`src/rtl/mux_scan_reg.sv`:
```
// mux_scan_reg: registered N-way word mux with manual select, auto-scan and hold/freeze.
// Latency: 1 clock from select/data to o; no backpressure, hold freezes o, cur_s and dwell count.
module mux_scan_reg #(
  parameter int WIDTH    = 32,
  parameter int CHANNELS = 8,
  parameter int SEL_W    = 3,
  parameter int DWELL    = 50
) (
  input  logic                      clk,
  input  logic                      rst,
  input  logic [CHANNELS*WIDTH-1:0] I,
  input  logic [SEL_W-1:0]          s,
  input  logic                      mode,
  input  logic                      hold,
  output logic [WIDTH-1:0]          o,
  output logic [SEL_W-1:0]          cur_s,
  output logic                      o_valid
);

  localparam int CNT_W = (DWELL > 1) ? $clog2(DWELL) : 1;
  localparam logic [CNT_W-1:0] CNT_LAST = CNT_W'(DWELL - 1);
  localparam logic [SEL_W-1:0] SEL_LAST = SEL_W'(CHANNELS - 1);

  typedef enum logic [1:0] {ST_MAN, ST_SCAN, ST_HOLD} state_t;

  state_t            state_q, state_d;
  logic [WIDTH-1:0]  o_q, o_d;
  logic [SEL_W-1:0]  cur_s_q, cur_s_d;
  logic [CNT_W-1:0]  cnt_q, cnt_d;
  logic              o_valid_q, o_valid_d;
  logic              scan_susp_q, scan_susp_d;
  logic [CNT_W-1:0]  cnt_base;
  logic [WIDTH-1:0]  sel_dat;

  // The action taken on an edge follows the state being entered, so mode/hold
  // changes take effect on the very edge they are first sampled.
  always_comb begin
    state_d     = state_q;
    cur_s_d     = cur_s_q;
    cnt_d       = cnt_q;
    o_d         = o_q;
    scan_susp_d = scan_susp_q;
    sel_dat     = '0;

    if (hold) begin
      state_d = ST_HOLD;
    end else if (mode) begin
      state_d = ST_SCAN;
    end else begin
      state_d = ST_MAN;
    end

    // Leaving a hold that interrupted manual mode restarts the dwell period.
    cnt_base = (state_q == ST_HOLD && !scan_susp_q) ? '0 : cnt_q;

    case (state_d)
      ST_MAN: begin
        cur_s_d = s;
        cnt_d   = '0;
      end
      ST_SCAN: begin
        if (cnt_base == CNT_LAST) begin
          cnt_d   = '0;
          cur_s_d = (cur_s_q >= SEL_LAST) ? '0 : cur_s_q + 1'b1;
        end else begin
          cnt_d = cnt_base + 1'b1;
        end
      end
      ST_HOLD: begin
        if (state_q != ST_HOLD) begin
          scan_susp_d = (state_q == ST_SCAN);
        end
      end
      default: begin
        cnt_d = '0;
      end
    endcase

    // Out-of-range selects match no channel and read as zero.
    for (int k = 0; k < CHANNELS; k++) begin
      if (cur_s_d == SEL_W'(k)) begin
        sel_dat = I[k*WIDTH +: WIDTH];
      end
    end

    if (state_d != ST_HOLD) begin
      o_d = sel_dat;
    end

    o_valid_d = (cur_s_d != cur_s_q);
  end

  always_ff @(posedge clk or posedge rst) begin
    if (rst) begin
      state_q     <= ST_MAN;
      o_q         <= '0;
      cur_s_q     <= '0;
      cnt_q       <= '0;
      o_valid_q   <= 1'b0;
      scan_susp_q <= 1'b0;
    end else begin
      state_q     <= state_d;
      o_q         <= o_d;
      cur_s_q     <= cur_s_d;
      cnt_q       <= cnt_d;
      o_valid_q   <= o_valid_d;
      scan_susp_q <= scan_susp_d;
    end
  end

  assign o       = o_q;
  assign cur_s   = cur_s_q;
  assign o_valid = o_valid_q;

endmodule

```
`config.mk`:
```
export PLATFORM = sky130hd
export DESIGN_NAME = mux_scan_reg
export DESIGN_NICKNAME = d
export VERILOG_FILES = /design/src/rtl/mux_scan_reg.sv
export SDC_FILE = /design/constraint.sdc
export NUM_CORES = 1
export LEC_CHECK = 0
export BUFFER_PORTS_ARGS = -buffer_cell sky130_fd_sc_hd__buf_2
export CORE_AREA = 2 2 117 119
export CTS_BUF_LIST = sky130_fd_sc_hd__clkbuf_16
export CTS_CLUSTER_DIAMETER = 200
export DETAILED_ROUTE_END_ITERATION = 10
export DIE_AREA = 0 0 119 121
export PLACE_DENSITY = 0.67
export SLEW_MARGIN = 10
export SYNTH_ARGS = -nofsm -noshare
export SYNTH_HDL_FRONTEND = slang
export SYNTH_SLANG_ARGS = --single-unit
```
`constraint.sdc`:
```
create_clock -name clk -period 7.6 [get_ports clk]
set_input_delay 0 -clock clk [delete_from_list [all_inputs] [get_ports clk]]
set_output_delay 0 -clock clk [all_outputs]
set_load 0.01 [all_outputs]
```
==> run metrics <==
Syn. warnings 0; RSZ-0062 raised after global routing no; DRC viols 0; Tot GR Track Use 23.9%; H-tree levels 2; maximum root-to-sink buffer count 2; fin crit share 63.6%; post-CTS setup buffers 0; Placer Congestion 0.854; core area 13,100 um2; Commonest cells post-synth nand2_1 (52), dfrtp_1 (45), a211oi_1 (39); Final Slew Violations 0; Critical Path AT 5030 ps; first-pass GRT wire length 27.6 mm; syn_nets 792; Routed Antenna Nets 0; worst hold path type input pin to async pin; Syn Inst Count 525; initial antenna violation count 0; Non-Filler Instances 966; CTS root buf clkbuf_16; cts bufs inserted 5; Max Cap Viol 0; Post-Syn Area per Cell 8.39 um2; Critical path origin state_q[0]; WL/cell 18.6 um; register area share after synthesis 25.6%; number of I/O pins 299; EDFF count, synth 0; First DRT Iteration DRCs 288; worst relative slew slack 25.6%; IO Port Bufs 298; Reg2Reg Depth 10; CP startpoint kind flip-flop; Mapped Area 4410 um2; Fmax achieved 207 MHz; die width 119 um; Lkg Pwr 2.99 nW; die extent in y 121 um; placed insts 946; PD cells 175 nW/um2; DP Area 5870 um2; violated checks negative hold slack; flop2flop setup slack 2760 ps; routed vias 5,472; reg2reg end o[0]; Setup Crit Path Kind flip-flop to flip-flop; Final Hold Fails 45; min Tclk post-route 4840 ps; Reg-to-Reg Start state_q[0]; Critical Path Fanout Max 78; std cell rows 42; largest net degree at the start of global routing 79; Final Cell Area 6180 um2; CTS tree built; clk slew on worst S/H paths 70 ps; vias per inst 5.66; total grt overflow 0; TritonRoute pass-1 iters 4; Routed WL 18.0 mm; GRT busiest layer met2; Worst Path Required 7800 ps; commonest register cell after synthesis dfrtp_1; Synth top area share 25.6%; Detail Placement HPWL 12.6 mm; top cell type by total area after synthesis dfrtp_1; library cells used by synthesis 54; clock skew 8.82 ps; Clock Latency Late Sink 290 ps; final net count 1,056; maximum VDD drop 94.8 uV; outcome finished with violations; WHS -44.0 ps; Worst setup EP type flip-flop; met1 GRT Util 28.7%; Area Overhead vs Synth 40.3%; post-synthesis register bit count 45; FFs w/ async S/R, synth 100%; layout cell share with drive strength beyond 1 44.1%; Worst-Margin Slew 1120 ps; Area contributors post-synth dfrtp_1 (26%), mux2_2 (6.9%), a211oi_1 (6.6%); final setup TNS 0 ps; Die Area 14,400 um2; Antenna diodes 0; Setup violations, final 0; Fillers 1,322; Pwr Total 0.00109 W; met2 Track Usage GR 43.3%; vias in the first global route 5,460; TritonCTS Sinks 45; met3 usage 4.61%; starting density of the core 33.7%; dominant cell by count in the synthesized netlist nand2_1
state kept, by name, indices dropped and copies added (netlist names):
| register | count |
|---|---|
| o | 32 |
| o_valid | 1 |
| cur_s | 3 |
| cnt_q | 6 |
| scan_susp_q | 1 |
| state_q | 2 |
layout by cell type, fill, tap and decap left out, types with 18 or more instances in the layout:
cell,n
nand2_1,51
o31ai_1,24
and4_1,27
mux2i_1,19
dfrtp_1,45
a221oi_1,18
mux2_2,27
o21ai_0,38
buf_2,298
and3_1,23
a211oi_1,39
critical path: stages (launching register included):
cell,delay (ps)
dfrtp_1,410
or3b_1,540
nand2_1,150
ha_1,170
and4bb_2,280
a41o_1,790
and3_1,970
inv_6,480
nor2_4,530
a221oi_1,170
o31ai_1,220
what timing repair did:
item | CTS | global route
hold buffers | 12 | 0
endpoints found under the hold margin | 12 | 0
resized for setup | 0 | 0
layout make-up:
class	count	area [um2]	area share (%)
Clock inverter	3	65.1	1.05
Clock buffer	5	125	2.02
Inverter	14	57.6	0.931
Timing Repair Buffer	314	1640	26.5
Multi-Input combinational cell	409	2950	47.7
Tap cell	176	220	3.56
Sequential cell	45	1130	18.2
where the power goes:
part	switching (W)	internal [W]
registers	0.0000310	0.000286
logic	0.000259	0.000220
clock network	0.000101	0.000188
total	0.000391	0.000694
per-stage QoR:
step / util, % / setup WS [ps]
final: 47.3 / 2760
after global routing: 47.3 / 2420
after floorplan: - / 4490
after detailed placement: 44.9 / 2820
after global placement: 44.9 / 2940
after CTS: 47.3 / 2810
routing by layer:
layer | part of all wire, % | vias to the layer above
met2 | 51 | 298
met5 | 0 | -
met3 | 7.6 | 32
li1 | - | 2581
met1 | 39 | 2561
met4 | 1.9 | 0
how the worst max path moves through the flow:
stage	slack [ps]	endpoint	depth (start not counted)
after floorplan	4490	o[10]	13
after global placement	2940	o[23]	10
after detailed placement	2820	o[24]	10
after CTS	2810	o[0]	10
after global routing	2420	o[19]	10
final	2760	o[0]	10
cell families after synthesis:
family          Yosys count  synth area share [%]
buf+inv                  71                  8.01
compound gates          206                  33.1
xor+xnor                  6                  1.19
flops                    45                  25.6
fa+ha+maj                 4                  1.14
simple gates            145                  19.3
mux                      48                  11.7
No activity file was read; power rests on OpenSTA's default activity.
